**src/rtl/spi_master_pkg.sv**
```systemverilog
// ============================================================================
//  Module   : spi_master_pkg
//  Brief    : Shared constants and types for the spi_master scheduler slice.
//  Revision : 1.0 - initial release
// ============================================================================
`default_nettype none

package spi_master_pkg;

   localparam int WORD_W = 32;

   // spi_master Avalon register map
   localparam logic [1:0] SLAVE_SELECT_ADDR = 2'd0;
   localparam logic [1:0] SPI_DATA_IN_ADDR  = 2'd1;
   localparam logic [1:0] SPI_DATA_OUT_ADDR = 2'd2;

   typedef enum logic [3:0] {
      S_IDLE    = 4'd0,
      S_CHECK   = 4'd1,
      S_WR_DOUT = 4'd2,
      S_WR_CLR  = 4'd3,
      S_WR_SS   = 4'd4,
      S_WAIT    = 4'd5,
      S_RD      = 4'd6,
      S_CAP     = 4'd7,
      S_DONE    = 4'd8
   } sched_state_t;

endpackage

`default_nettype wire

```
**src/rtl/spi_master_scheduler_if.sv**
```systemverilog
// ============================================================================
//  Module   : spi_master_scheduler_if
//  Brief    : Requester bundle plus spi_master Avalon bus; slave = scheduler.
//  Revision : 1.0 - initial release
// ============================================================================
`default_nettype none

interface spi_master_scheduler_if #(
   parameter int NUM_REQ = 2,
   parameter int SLV_W   = 8
);
   import spi_master_pkg::*;

   logic [NUM_REQ-1:0]        req;
   logic [NUM_REQ*SLV_W-1:0]  req_slave;
   logic [NUM_REQ*WORD_W-1:0] req_wdata;
   logic [NUM_REQ-1:0]        resp_valid;
   logic [WORD_W-1:0]         resp_rdata;
   logic                      resp_error;
   logic                      busy;

   logic [1:0]                avm_address;
   logic                      avm_read;
   logic                      avm_write;
   logic [WORD_W-1:0]         avm_writedata;
   logic [WORD_W-1:0]         avm_readdata;

   // The scheduler serves the requesters, so it takes the slave view.
   modport slave (
      input  req, req_slave, req_wdata, avm_readdata,
      output resp_valid, resp_rdata, resp_error, busy,
             avm_address, avm_read, avm_write, avm_writedata
   );

   modport master (
      output req, req_slave, req_wdata, avm_readdata,
      input  resp_valid, resp_rdata, resp_error, busy,
             avm_address, avm_read, avm_write, avm_writedata
   );

endinterface

`default_nettype wire

```
**src/rtl/spi_rr_arbiter.sv**
```systemverilog
// ============================================================================
//  Module   : spi_rr_arbiter
//  Brief    : Combinational round-robin pick starting at i_ptr, wrapping upward.
//  Revision : 1.0 - initial release
// ============================================================================
`default_nettype none

module spi_rr_arbiter #(
   parameter int NUM_REQ = 2,
   parameter int PTR_W   = 1
) (
   input  wire logic [NUM_REQ-1:0] i_req,
   input  wire logic [PTR_W-1:0]   i_ptr,
   output logic      [NUM_REQ-1:0] o_gnt_oh,
   output logic      [PTR_W-1:0]   o_gnt_idx,
   output logic                    o_valid
);

   function automatic logic [PTR_W-1:0] f_wrap(input logic [PTR_W-1:0] ptr, input int k);
      int j;
      j = int'(ptr) + k;
      if (j >= NUM_REQ) j = j - NUM_REQ;
      return PTR_W'(j);
   endfunction

   // Walk from lowest priority to highest so the last hit is the winner.
   always_comb begin
      o_gnt_oh  = '0;
      o_gnt_idx = '0;
      o_valid   = 1'b0;
      for (int k = NUM_REQ - 1; k >= 0; k--) begin
         if (i_req[f_wrap(i_ptr, k)]) begin
            o_gnt_oh                   = '0;
            o_gnt_oh[f_wrap(i_ptr, k)] = 1'b1;
            o_gnt_idx                  = f_wrap(i_ptr, k);
            o_valid                    = 1'b1;
         end
      end
   end

endmodule

`default_nettype wire

```
**src/rtl/spi_master_scheduler.sv**
```systemverilog
// ============================================================================
//  Module   : spi_master_scheduler
//  Brief    : Round-robin sharing of one spi_master among NUM_REQ requesters.
//  Revision : 1.0 - initial release
// ============================================================================
`default_nettype none

module spi_master_scheduler
   import spi_master_pkg::*;
#(
   parameter int NUM_REQ          = 2,
   parameter int NUMBER_SLAVES    = 1,
   parameter int XFER_WAIT_CYCLES = 160,
   parameter int SLV_W            = 8
) (
   input  wire logic             clk,
   input  wire logic             reset_n,
   spi_master_scheduler_if.slave sif
);

   localparam int c_ptr_w = (NUM_REQ > 1) ? $clog2(NUM_REQ) : 1;
   localparam int c_cnt_w = $clog2(XFER_WAIT_CYCLES + 1);

   sched_state_t         r_state;
   logic [c_ptr_w-1:0]   r_ptr;
   logic [NUM_REQ-1:0]   r_gnt_oh;
   logic [c_ptr_w-1:0]   r_gnt_idx;
   logic [SLV_W-1:0]     r_slave;
   logic [WORD_W-1:0]    r_wdata;
   logic [c_cnt_w-1:0]   r_cnt;
   logic [WORD_W-1:0]    r_rx;
   logic                 r_err;
   logic                 r_busy;
   logic [NUM_REQ-1:0]   r_resp_valid;
   logic [1:0]           r_avm_address;
   logic                 r_avm_read;
   logic                 r_avm_write;
   logic [WORD_W-1:0]    r_avm_writedata;

   logic [NUM_REQ-1:0]   w_gnt_oh;
   logic [c_ptr_w-1:0]   w_gnt_idx;
   logic                 w_gnt_valid;
   logic [SLV_W-1:0]     w_sel_slave;
   logic [WORD_W-1:0]    w_sel_wdata;
   logic [WORD_W-1:0]    w_slave_ext;
   logic [c_ptr_w-1:0]   w_ptr_next;

   spi_rr_arbiter #(
      .NUM_REQ (NUM_REQ),
      .PTR_W   (c_ptr_w)
   ) u_arb (
      .i_req     (sif.req),
      .i_ptr     (r_ptr),
      .o_gnt_oh  (w_gnt_oh),
      .o_gnt_idx (w_gnt_idx),
      .o_valid   (w_gnt_valid)
   );

   always_comb begin
      w_sel_slave = '0;
      w_sel_wdata = '0;
      for (int i = 0; i < NUM_REQ; i++) begin
         if (w_gnt_oh[i]) begin
            w_sel_slave = sif.req_slave[i*SLV_W +: SLV_W];
            w_sel_wdata = sif.req_wdata[i*WORD_W +: WORD_W];
         end
      end
   end

   assign w_slave_ext = WORD_W'(r_slave);
   assign w_ptr_next  = (int'(r_gnt_idx) == NUM_REQ - 1) ? '0 : r_gnt_idx + 1'b1;

   // Outputs are registered: each branch sets what the next state presents.
   always_ff @(posedge clk or negedge reset_n) begin
      if (!reset_n) begin
         r_state         <= S_IDLE;
         r_ptr           <= '0;
         r_gnt_oh        <= '0;
         r_gnt_idx       <= '0;
         r_slave         <= '0;
         r_wdata         <= '0;
         r_cnt           <= '0;
         r_rx            <= '0;
         r_err           <= 1'b0;
         r_busy          <= 1'b0;
         r_resp_valid    <= '0;
         r_avm_address   <= '0;
         r_avm_read      <= 1'b0;
         r_avm_write     <= 1'b0;
         r_avm_writedata <= '0;
      end else begin
         r_resp_valid    <= '0;
         r_avm_address   <= '0;
         r_avm_read      <= 1'b0;
         r_avm_write     <= 1'b0;
         r_avm_writedata <= '0;
         case (r_state)
            S_IDLE: begin
               if (w_gnt_valid) begin
                  r_gnt_oh  <= w_gnt_oh;
                  r_gnt_idx <= w_gnt_idx;
                  r_slave   <= w_sel_slave;
                  r_wdata   <= w_sel_wdata;
                  r_err     <= 1'b0;
                  r_rx      <= '0;
                  r_busy    <= 1'b1;
                  r_state   <= S_CHECK;
               end
            end
            S_CHECK: begin
               if (w_slave_ext >= WORD_W'(NUMBER_SLAVES)) begin
                  r_err        <= 1'b1;
                  r_resp_valid <= r_gnt_oh;
                  r_state      <= S_DONE;
               end else begin
                  r_avm_write     <= 1'b1;
                  r_avm_address   <= SPI_DATA_OUT_ADDR;
                  r_avm_writedata <= r_wdata;
                  r_state         <= S_WR_DOUT;
               end
            end
            S_WR_DOUT: begin
               r_avm_write     <= 1'b1;
               r_avm_address   <= SPI_DATA_IN_ADDR;
               r_avm_writedata <= '0;
               r_state         <= S_WR_CLR;
            end
            S_WR_CLR: begin
               r_avm_write     <= 1'b1;
               r_avm_address   <= SLAVE_SELECT_ADDR;
               r_avm_writedata <= w_slave_ext;
               r_state         <= S_WR_SS;
            end
            S_WR_SS: begin
               r_cnt   <= c_cnt_w'(XFER_WAIT_CYCLES - 1);
               r_state <= S_WAIT;
            end
            S_WAIT: begin
               if (r_cnt == '0) begin
                  r_avm_read    <= 1'b1;
                  r_avm_address <= SPI_DATA_IN_ADDR;
                  r_state       <= S_RD;
               end else begin
                  r_cnt <= r_cnt - 1'b1;
               end
            end
            S_RD: begin
               r_state <= S_CAP;
            end
            S_CAP: begin
               r_rx         <= sif.avm_readdata;
               r_resp_valid <= r_gnt_oh;
               r_state      <= S_DONE;
            end
            S_DONE: begin
               r_ptr   <= w_ptr_next;
               r_busy  <= 1'b0;
               r_state <= S_IDLE;
            end
            default: begin
               r_busy  <= 1'b0;
               r_state <= S_IDLE;
            end
         endcase
      end
   end

   assign sif.resp_valid    = r_resp_valid;
   assign sif.resp_rdata    = r_rx;
   assign sif.resp_error    = r_err;
   assign sif.busy          = r_busy;
   assign sif.avm_address   = r_avm_address;
   assign sif.avm_read      = r_avm_read;
   assign sif.avm_write     = r_avm_write;
   assign sif.avm_writedata = r_avm_writedata;

endmodule

`default_nettype wire

```
**src/flat_wrapper.sv**
```systemverilog
// flat-port wrapper written by rule: the top's interface ports become plain ports
module spi_master_scheduler_flat import spi_master_pkg::*;
#(
   parameter int NUM_REQ          = 2,
   parameter int NUMBER_SLAVES    = 1,
   parameter int XFER_WAIT_CYCLES = 160,
   parameter int SLV_W            = 8
)
  (clk, reset_n, sif_req, sif_req_slave, sif_req_wdata, sif_avm_readdata, sif_resp_valid, sif_resp_rdata, sif_resp_error, sif_busy, sif_avm_address, sif_avm_read, sif_avm_write, sif_avm_writedata);
  spi_master_scheduler_if #(.NUM_REQ(NUM_REQ), .SLV_W(SLV_W)) sif_i ();
  input  wire logic clk;
  input  wire logic reset_n;
  input wire logic [$bits(sif_i.req)-1:0] sif_req;
  input wire logic [$bits(sif_i.req_slave)-1:0] sif_req_slave;
  input wire logic [$bits(sif_i.req_wdata)-1:0] sif_req_wdata;
  input wire logic [$bits(sif_i.avm_readdata)-1:0] sif_avm_readdata;
  output wire logic [$bits(sif_i.resp_valid)-1:0] sif_resp_valid;
  output wire logic [$bits(sif_i.resp_rdata)-1:0] sif_resp_rdata;
  output wire logic [$bits(sif_i.resp_error)-1:0] sif_resp_error;
  output wire logic [$bits(sif_i.busy)-1:0] sif_busy;
  output wire logic [$bits(sif_i.avm_address)-1:0] sif_avm_address;
  output wire logic [$bits(sif_i.avm_read)-1:0] sif_avm_read;
  output wire logic [$bits(sif_i.avm_write)-1:0] sif_avm_write;
  output wire logic [$bits(sif_i.avm_writedata)-1:0] sif_avm_writedata;
  assign sif_i.req = sif_req;
  assign sif_i.req_slave = sif_req_slave;
  assign sif_i.req_wdata = sif_req_wdata;
  assign sif_i.avm_readdata = sif_avm_readdata;
  assign sif_resp_valid = sif_i.resp_valid;
  assign sif_resp_rdata = sif_i.resp_rdata;
  assign sif_resp_error = sif_i.resp_error;
  assign sif_busy = sif_i.busy;
  assign sif_avm_address = sif_i.avm_address;
  assign sif_avm_read = sif_i.avm_read;
  assign sif_avm_write = sif_i.avm_write;
  assign sif_avm_writedata = sif_i.avm_writedata;
  spi_master_scheduler #(.NUM_REQ(NUM_REQ), .NUMBER_SLAVES(NUMBER_SLAVES), .XFER_WAIT_CYCLES(XFER_WAIT_CYCLES), .SLV_W(SLV_W)) u_core (.clk(clk), .reset_n(reset_n), .sif(sif_i));
endmodule
```
**config.mk**
```make
export PLATFORM = sky130hd
export DESIGN_NAME = spi_master_scheduler_flat
export DESIGN_NICKNAME = d
export VERILOG_FILES = /design/src/rtl/spi_master_pkg.sv /design/src/rtl/spi_master_scheduler_if.sv /design/src/rtl/spi_rr_arbiter.sv /design/src/rtl/spi_master_scheduler.sv /design/src/flat_wrapper.sv
export SDC_FILE = /design/constraint.sdc
export NUM_CORES = 1
export LEC_CHECK = 0
export CAP_MARGIN = 30
export CORE_AREA = 2 2 126 128
export DETAILED_ROUTE_END_ITERATION = 6
export DIE_AREA = 0 0 128 130
export PLACE_DENSITY = 0.6
export SLEW_MARGIN = 30
export SYNTH_ARGS = -nofsm -noshare
export SYNTH_HDL_FRONTEND = slang
export SYNTH_SLANG_ARGS = --single-unit
```
**constraint.sdc**
```tcl
create_clock -name clk -period 4 [get_ports clk]
set_input_delay 1 -clock clk [delete_from_list [all_inputs] [get_ports clk]]
set_output_delay 1 -clock clk [all_outputs]
set_load 0.005 [all_outputs]
```
==> results.cfg, run 1 <==
[final_layout]
stdcell_area_mm2 = 0.00770
regArea_mm2 = 0.00318
layout-drive-gt1-share = 0.0866
multiInputGateArea_mm2 = 0.00157
final_cells = 839
fin_nets = 752
area_growth_pct = 51.9
diodes = 0
fill_cells = 1381

[place]
numPortBuffers = 187
place_hpwl_um = 9380
pre_cts_ws_ns = 1.26
routabilityCongestion = 0.778
placedCellCount = 808
post_dp_cell_area_mm2 = 0.00709

[min_path]
min_path_cells = 1
min-delay-path-class = reg2reg
worstHoldStart = u_core.r_wdata[13]$_DFFE_PN0P_
hold_path_end = u_core.sif.avm_writedata[13]$_DFF_PN0_

[clock_tree]
cts.sinks = 127
cts_tree = yes
clkLatencyLatePin_ns = 0.41
cts_buffers = 17
clk_pin_slew_ns = 0.06
cts_resized = 0
clk_root_buffer_cell = clkbuf_16
holdBufCountCts = 0
cts_max_level = 4
cts_setup_buffers = 0
cts_max_path_buffers = 2

[setup_path]
max_stage_delay_ns = 0.66
r2r_slack_ns = 1.67
reg2reg_from = u_core.r_state[1]$_DFFE_PN0P_
worstPathMaxFanout = 57
worstSetupStartpointType = flip-flop
end_kind = flip-flop
rr_worst_depth = 5
cpMaxStageDelayCell = dfrtp_1
path_cells = nor4_2 > o21ai_4 > buf_12 > a222oi_1 > inv_1
cp_data_required_time_ns = 4.29
regToRegEndpoint = u_core.r_wdata[12]$_DFFE_PN0P_
crit_type = reg2reg
cp.arrival_ns = 2.62

[synthesis]
synthesis.nets = 574
yosysSeqAreaShare = 0.627
yosysUniqueCellTypes = 45
syn_area_mm2 = 0.00507
ys_ff_latch = 127
avgSynthCellArea_um2 = 11.1
synthCells = 457
yosysWarnings = 0

[floorplan]
ioPinCount = 188
die_x_um = 128
rows = 46
die_y_um = 130
core_mm2 = 0.0154
dieArea_mm2 = 0.0166
start_util = 0.329

[timing]
drv_slew = 0
maxSlewHeadroom = 0.449
whs_ns = 0.481
hold_viol = 0
rsz0062_at_grt = no
finalClockSkew_ns = 0.00650
setup_tns_ns = 0
setup_viol = 0
timing.final.ws_setup_ns = 1.67
tightest_slew_ns = 0.826
fmax_ghz = 0.429
period_share = 0.583
finalWorstPathRequiredPeriod_ns = 2.33

[route]
viasPerCell = 5.02
dr.pass1.iters = 6
vias = 4215
drt-initial-drc-count = 335
wl_um = 13900
postRouteAntennaNets = 0
wl_per_cell_um = 16.5
drc = 0

[power]
peakVddDrop_v = 0.000309
leakagePower_uw = 0.00385
pwr_density_cell_mw_per_mm2 = 390

[global_routing]
grt_overflow_total = 0
antenna_found_initial = 0
grt_pass1_wl_um = 22300
grt_max_degree = 66
grt_pass1_vias = 4286
track_usage = 0.174

[job]
cap_violations = 0

[run_status]
outcome = finished clean
placed cells by master, fill, tap and decap left out, types with 2 or more instances in the layout:
master and n:
nor2b_1 4, buf_4 7, mux2i_1 3, inv_1 45, nor2_2 4, a21o_1 5
nand2_1 67, o21ai_0 4, nor3_1 3, a21oi_1 2, clkinv_4 4, nor4_1 3
clkinv_2 3, bufinv_16 3, and2_1 24, clkdlybuf4s50_1 186, clkinvlp_4 2, nand2b_1 3
a22oi_1 4, xor2_1 3, a222oi_1 40, nor2_1 20, nand3_1 32, and3_1 2
clkbuf_16 17, dfrtp_1 127, nor3b_2 2, a22oi_2 4
state kept, by name, summed over array words and instances, names as in the netlist:
signal	flops
u_core.r_cnt	8
u_core.r_gnt_idx	1
u_core.r_gnt_oh	1
u_core.r_ptr	1
u_core.r_slave	8
u_core.r_state	4
u_core.r_wdata	32
u_core.sif.avm_address	2
u_core.sif.avm_read	1
u_core.sif.avm_write	1
u_core.sif.avm_writedata	32
u_core.sif.busy	1
u_core.sif.resp_error	1
u_core.sif.resp_rdata	32
u_core.sif.resp_valid	2
kinds of logic (layout without fill, tap and decap cells):
group | count (synthesis) | in the layout | synth area share
AND/OR/NAND/NOR | 177 | 177 | 0.174
flip-flops | 127 | 127 | 0.627
buffers and inverters | 80 | 270 | 0.0671
AO/OA/AOI/OAI | 66 | 66 | 0.118
XOR/XNOR | 3 | 3 | 0.00518
multiplexers | 3 | 3 | 0.00592
adder cells (fa/ha/maj) | 1 | 1 | 0.00247
area by class of cell:
cell class	instances	share of cell area
timing repair buffer	194	0.251
sequential	127	0.413
multi-input combinational	250	0.204
clock buffer	18	0.0570
tap	192	0.0312
inverter	45	0.0219
clock inverter	13	0.0213
worst max-delay path, delay by kind of cell, from the launching register on:
kind | cells | cell delay, ns
and+or+nand+nor | 1 | 0.58
AOI/OAI and AO/OA | 2 | 0.60
DFF | 1 | 0.66
buffers and inverters | 2 | 0.36
cell usage after synthesis, drive strengths merged:
master / instances / area (um2)
a211o: 1 / 8.76
a211oi: 1 / 7.51
a21o: 5 / 37.5
a21oi: 2 / 10.0
a222oi: 40 / 400
a22oi: 8 / 80.1
and2: 24 / 150
and3: 3 / 18.8
and4bb: 2 / 25.0
buf: 23 / 126
clkbuf: 12 / 45.0
dfrtp: 127 / 3180
ha: 1 / 12.5
inv: 45 / 169
mux2i: 3 / 30.0
nand2: 67 / 251
nand2b: 3 / 18.8
nand3: 33 / 165
nand3b: 1 / 7.51
nand4: 1 / 6.26
nand4b: 1 / 8.76
nor2: 24 / 100
nor2b: 4 / 25.0
nor3: 3 / 15.0
nor3b: 2 / 20.0
nor4: 4 / 31.3
nor4b: 1 / 8.76
o2111ai: 1 / 8.76
o211ai: 1 / 7.51
o21ai: 6 / 30.0
o22a: 1 / 8.76
or2: 1 / 6.26
or3b: 2 / 17.5
or4: 1 / 7.51
xor2: 3 / 26.3
report_power, final:
group / switching, uW / internal, uW
Sequential: 0 / 1290
Combinational: 47.1 / 100
Clock: 573 / 993
per-stage QoR:
| stage | utilization | total power (uW) |
|---|---|---|
| final | 0.499 | 3000 |
| after global routing | 0.499 | 3110 |
| after CTS | 0.499 | 3050 |
| after detailed placement | 0.460 | 1460 |
| after global placement | 0.459 | 1460 |
| after floorplan | - | 1310 |
worst max-delay path by stage:
stage,from,slack (ns),depth (start not counted),end
detailed placement,sif_req[1],1.26,6,u_core.r_wdata[24]$_DFFE_PN0P_
floorplan,sif_req[1],2.04,6,u_core.r_wdata[10]$_DFFE_PN0P_
CTS,u_core.sif.busy$_DFFE_PN0P_,1.64,1,sif_busy
global placement,sif_req[0],1.30,5,u_core.sif.resp_rdata[28]$_DFFE_PN0P_
global route,u_core.r_state[1]$_DFFE_PN0P_,1.48,5,u_core.r_wdata[6]$_DFFE_PN0P_
finish,u_core.r_state[1]$_DFFE_PN0P_,1.67,5,u_core.r_wdata[12]$_DFFE_PN0P_
per-layer routing:
layer,track usage,up-vias,wire (um)
met5,0,-,0
met4,0.0711,0,198
met3,0.0549,14,1210
met2,0.275,197,6460
met1,0.225,2065,5990
li1,-,1939,-
Power figures use the tool's default switching activity.
==> inputs of run 2 (changes only) <==
- PLACE_DENSITY: 0.6 -> 0.62
- clock period: 4 -> 1.9 ns (I/O delays scaled with it)
==> run 2 against run 1 <==
  * First-iteration DRC count grew 24%
  * Highest routed layer unchanged
  * Global-route usage is 0.21 points lower
  * Final cell count grew 2.7%
  * Design area is 2.9% higher
  * Via count increased by 1.5%
  * Critical endpoint is now u_core.sif.avm_address[0]$_DFF_PN0_
  * Sequential power rose by 110%
==> results.cfg, run 2 (synthesized netlist as in run 1, its figures left out) <==
[run_status]
outcome = finished clean

[timing]
drv_slew = 0
finalClockSkew_ns = 0.00894
maxSlewHeadroom = 0.670
rsz0062_at_grt = no
period_share = 0.946
finalWorstPathRequiredPeriod_ns = 1.80
fmax_ghz = 0.557
tightest_slew_ns = 0.496
whs_ns = 0.107
setup_viol = 0
hold_viol = 0

[power]
clockPowerShare = 0.523
p_int_uw = 5080
pwr_density_cell_mw_per_mm2 = 800
peakVddDrop_v = 0.000677
comb_power_share = 0.050
leakagePower_uw = 0.00398
power_frac_seq = 0.427
finalPower_uw = 6330
switchingPower_uw = 1250
netSwitchingFraction = 0.197

[final_layout]
fin_nets = 774
regArea_mm2 = 0.00318
stdcell_area_mm2 = 0.00792
layout-drive-gt1-share = 0.110
layout_commonest_cell = clkdlybuf4s50_1
fill_cells = 1383
area_growth_pct = 56.2
final_cell_mix = clkdlybuf4s50_1, dfrtp_1, nand2_1, inv_1, a222oi_1
diodes = 0
multiInputGateArea_mm2 = 0.00156

[floorplan]
dieArea_mm2 = 0.0166
core_mm2 = 0.0154
rows = 46
die_x_um = 128
die_y_um = 130
start_util = 0.329
ioPinCount = 188

[clock_tree]
cts_resized = 0
cts_tree = yes
cts_max_path_buffers = 2
cts.sinks = 127
cts_setup_buffers = 0
clk_root_buffer_cell = clkbuf_16
cts_max_level = 4
cts_buffers = 17
clk_pin_slew_ns = 0.05
holdBufCountCts = 0
clkLatencyLatePin_ns = 0.41

[global_routing]
grt_max_degree = 92
grt_pass1_vias = 4184
grt_pass1_wl_um = 22100
antenna_found_initial = 0
grt_overflow_total = 0
track_usage = 0.172

[route]
dr.pass1.iters = 7
wl_um = 14100
drt-initial-drc-count = 415
drc = 0
wl_met3_um = 1240
route.met2.wl_um = 6560
viasPerCell = 4.96
top_layer_used = met4
wl_met1_um = 6130
vias = 4277
wl_per_cell_um = 16.3
postRouteAntennaNets = 0

[setup_path]
crit_cells = 6
end_kind = flip-flop
startpoint = u_core.r_cnt[0]$_DFFE_PN0P_
crit_end = u_core.sif.avm_address[0]$_DFF_PN0_
max_stage_delay_ns = 0.50
reg2reg_from = u_core.r_cnt[0]$_DFFE_PN0P_
cpMaxStageDelayCell = or3b_2
path_cells = inv_1 > ha_1 > or3b_2 > or2_2 > o22a_1 > nor2_1
crit_type = reg2reg
rr_worst_depth = 6
worstPathMaxFanout = 4
crit_buf_inv = 1
cp.arrival_ns = 2.13
cp_data_required_time_ns = 2.23
regToRegEndpoint = u_core.sif.avm_address[0]$_DFF_PN0_
cp_top_family = simple AND/OR/NAND/NOR gates
worstSetupStartpointType = flip-flop
r2r_slack_ns = 0.10

[job]
cap_violations = 0

[place]
post_dp_cell_area_mm2 = 0.00731
routabilityCongestion = 0.737
numPortBuffers = 187
place_hpwl_um = 9660

[min_path]
min-delay-path-class = in2async
run 2: cell count changes in the layout (fill, tap and decap cells not counted), moves of 2 or more:
cell	previous run	this run
buf_4	7	24
buf_12	1	6
clkbuf_1	0	2
clkbuf_8	1	3
clkinv_4	4	2
run 2: area by class of cell:
type	count	share of cell area
repair buffers	216	0.273
inverters	45	0.0213
well taps	192	0.0303
clock inverters	10	0.0171
clock buffers	22	0.0599
multi-input cells	250	0.197
flip-flops and latches	127	0.401
run 2: metrics by stage:
step	setup slack, ns	cells	utilization	TNS (ns)
floorplan	0.167	457	-	0
global placement	-0.0438	830	0.474	-0.789
detailed placement	-0.0945	830	0.474	-2.47
CTS	0.0986	862	0.514	0
global route	0.0180	862	0.514	0
finish	0.103	862	0.514	0
run 2: how the worst min path moves through the flow:
stage	slack [ns]	from	end
floorplan	0.18	reset_n	u_core.r_cnt[0]$_DFFE_PN0P_
global placement	0.46	u_core.r_gnt_idx$_DFFE_PN0P_	u_core.r_ptr$_DFFE_PN0N_
detailed placement	0.46	u_core.r_gnt_oh[0]$_DFFE_PN0P_	u_core.r_gnt_oh[0]$_DFFE_PN0P_
CTS	0.13	reset_n	u_core.r_wdata[8]$_DFFE_PN0P_
global route	0.16	reset_n	u_core.r_wdata[21]$_DFFE_PN0P_
finish	0.11	reset_n	u_core.sif.avm_writedata[21]$_DFF_PN0_
run 2: power groups by stage:
stage | Sequential (uW) | Clock [uW] | Combinational (uW)
floorplan | 2750 | 0 | 2.71
global placement | 2750 | 0 | 321
detailed placement | 2750 | 0 | 319
CTS | 2710 | 3390 | 321
global route | 2700 | 3530 | 338
finish | 2710 | 3310 | 316
run 2: metal layers:
metal,global-route usage,vias up
met1,0.224,2087
met3,0.0554,14
met2,0.271,192
met4,0.0640,0
met5,0,-
li1,-,1984
==> inputs of run 3 (changes only) <==
- CORE_AREA: 2 2 126 128 -> 2 2 145 111
- DIE_AREA: 0 0 128 130 -> 0 0 147 113
- PLACE_DENSITY: 0.62 -> 0.63
==> run 3 against run 2 <==
  * Design area rose by 0.36%
  * Wire length fell by 3.8%
  * Combinational power barely moved
  * Fmax fell by 1.9%
  * Die area fell by 0.17%
  * Register-to-register slack got worse by 0.03 ns
  * Core utilization rose by 1.2 points
  * Via count fell by 1.5%
  * Critical endpoint is now u_core.r_cnt[2]$_DFFE_PN0P_
  * Largest power group unchanged
  * Highest routed layer unchanged
==> results.cfg, run 3 (synthesized netlist as in run 1, its figures left out) <==
[run_status]
outcome = finished clean

[setup_path]
worstSetupStartpointType = flip-flop
regToRegEndpoint = u_core.r_cnt[2]$_DFFE_PN0P_
rr_worst_depth = 6
cp.arrival_ns = 2.13
r2r_slack_ns = 0.07
end_kind = flip-flop
cp_data_required_time_ns = 2.20
crit_type = reg2reg
worstPathMaxFanout = 4
reg2reg_from = u_core.r_cnt[0]$_DFFE_PN0P_

[timing]
finalWorstPathRequiredPeriod_ns = 1.83
tightest_slew_ns = 0.458
finalClockSkew_ns = 0.00756
setup_tns_ns = 0
maxSlewHeadroom = 0.693
hold_viol = 0
fmax_ghz = 0.546
period_share = 0.964
setup_viol = 0
rsz0062_at_grt = no
drv_slew = 0
whs_ns = 0.474
timing.final.ws_setup_ns = 0.0684

[global_routing]
grt_max_degree = 43
grt_pass1_wl_um = 22600
grt_pass1_vias = 4389
grt_overflow_total = 0
antenna_found_initial = 0
track_usage = 0.174

[floorplan]
die_x_um = 147
die_y_um = 113
start_util = 0.335
ioPinCount = 188
rows = 39
dieArea_mm2 = 0.0166
core_mm2 = 0.0151

[route]
dr.pass1.iters = 7
postRouteAntennaNets = 0
drc = 0
viasPerCell = 4.83
drt-initial-drc-count = 294
wl_um = 13600
vias = 4213
wl_per_cell_um = 15.5

[clock_tree]
cts_max_path_buffers = 2
cts_setup_buffers = 0
cts_tree = yes
cts_max_level = 4
cts.sinks = 127
clk_root_buffer_cell = clkbuf_16
clk_pin_slew_ns = 0.06
clkLatencyLatePin_ns = 0.41
cts_buffers = 17

[final_layout]
regArea_mm2 = 0.00318
fill_cells = 1332
final_cell_mix = clkdlybuf4s50_1, dfrtp_1, nand2_1, inv_1, a222oi_1
multiInputGateArea_mm2 = 0.00157
stdcell_area_mm2 = 0.00795
diodes = 0
layout_commonest_cell = clkdlybuf4s50_1
layout-drive-gt1-share = 0.109
postLayoutCoreUtil = 0.526
area_growth_pct = 56.8
fin_nets = 772

[job]
cap_violations = 0

[place]
numPortBuffers = 187
post_dp_cell_area_mm2 = 0.00731
place_hpwl_um = 9870
pre_cts_ws_ns = -0.127
routabilityCongestion = 0.756

[min_path]
worstHoldStart = u_core.r_gnt_oh[0]$_DFFE_PN0P_
hold_path_end = u_core.r_gnt_oh[0]$_DFFE_PN0P_
min_path_cells = 1
min-delay-path-class = reg2reg

[power]
leakagePower_uw = 0.00397
peakVddDrop_v = 0.000743
pwr_density_cell_mw_per_mm2 = 815
==> run 3: changes by cell type in the layout (fill, tap and decap cells not counted), moves of 3 or more <==
cell and delta:
inv_6 +6, buf_4 -3, clkbuf_8 -3, clkinv_2 -3
==> run 3: layer usage <==
metal,up-vias,part of all wire,wire length (um),GRT usage
met2,153,0.48,6490,0.278
met4,0,0.022,304,0.0769
met5,-,0,0,0
met1,2054,0.44,5970,0.227
met3,21,0.058,787,0.0419
li1,1985,-,-,-
==> run 3: area by class of cell <==
type	instances	share of cell area
Tap cell	205	0.0323
Clock buffer	18	0.0540
Sequential cell	127	0.400
Timing Repair Buffer	214	0.270
Inverter	45	0.0212
Clock inverter	14	0.0255
Multi-Input combinational cell	250	0.197
==> run 3: per-stage QoR <==
step                      std cells  total power, uW
after floorplan                 457             2760
after global placement          840             3070
after detailed placement        840             3070
after CTS                       873             6560
after global routing            873             6720
final                           873             6480
==> run 3: worst max-delay path: stages (launching register included) <==
cell and delay (ns):
dfrtp_1 0.40, inv_1 0.10, ha_1 0.18, or3b_2 0.49
o211ai_1 0.28, xor2_1 0.19, nand2b_1 0.07
==> run 3: repair_timing <==
item	CTS	global route
resized for setup	0	1
hold buffers	1	0
hold endpoints to repair	17	0
endpoints found under the setup margin	0	1
==> run 3: how the worst max path moves through the flow <==
| stage | start | endpoint | slack (ns) | cells after the start |
|---|---|---|---|---|
| 6_report | u_core.r_cnt[0]$_DFFE_PN0P_ | u_core.r_cnt[2]$_DFFE_PN0P_ | 0.07 | 6 |
| 5_1_grt | u_core.r_cnt[0]$_DFFE_PN0P_ | u_core.sif.avm_address[0]$_DFF_PN0_ | 0.002 | 6 |
| 4_1_cts | u_core.r_cnt[0]$_DFFE_PN0P_ | u_core.sif.avm_address[0]$_DFF_PN0_ | 0.07 | 6 |
| 3_5_place_dp | sif_req[1] | u_core.r_wdata[24]$_DFFE_PN0P_ | -0.13 | 6 |
| 3_3_place_gp | sif_req[0] | u_core.r_wdata[0]$_DFFE_PN0P_ | -0.04 | 6 |
| 2_1_floorplan | u_core.r_cnt[0]$_DFFE_PN0P_ | u_core.r_cnt[3]$_DFFE_PN0P_ | 0.17 | 6 |
==> run 3: power by group <==
group,internal [uW],switching [uW],leakage [uW]
Clock,2220,1230,0.000307
Combinational,222,96.4,0.00193
Sequential,2710,0,0.00174
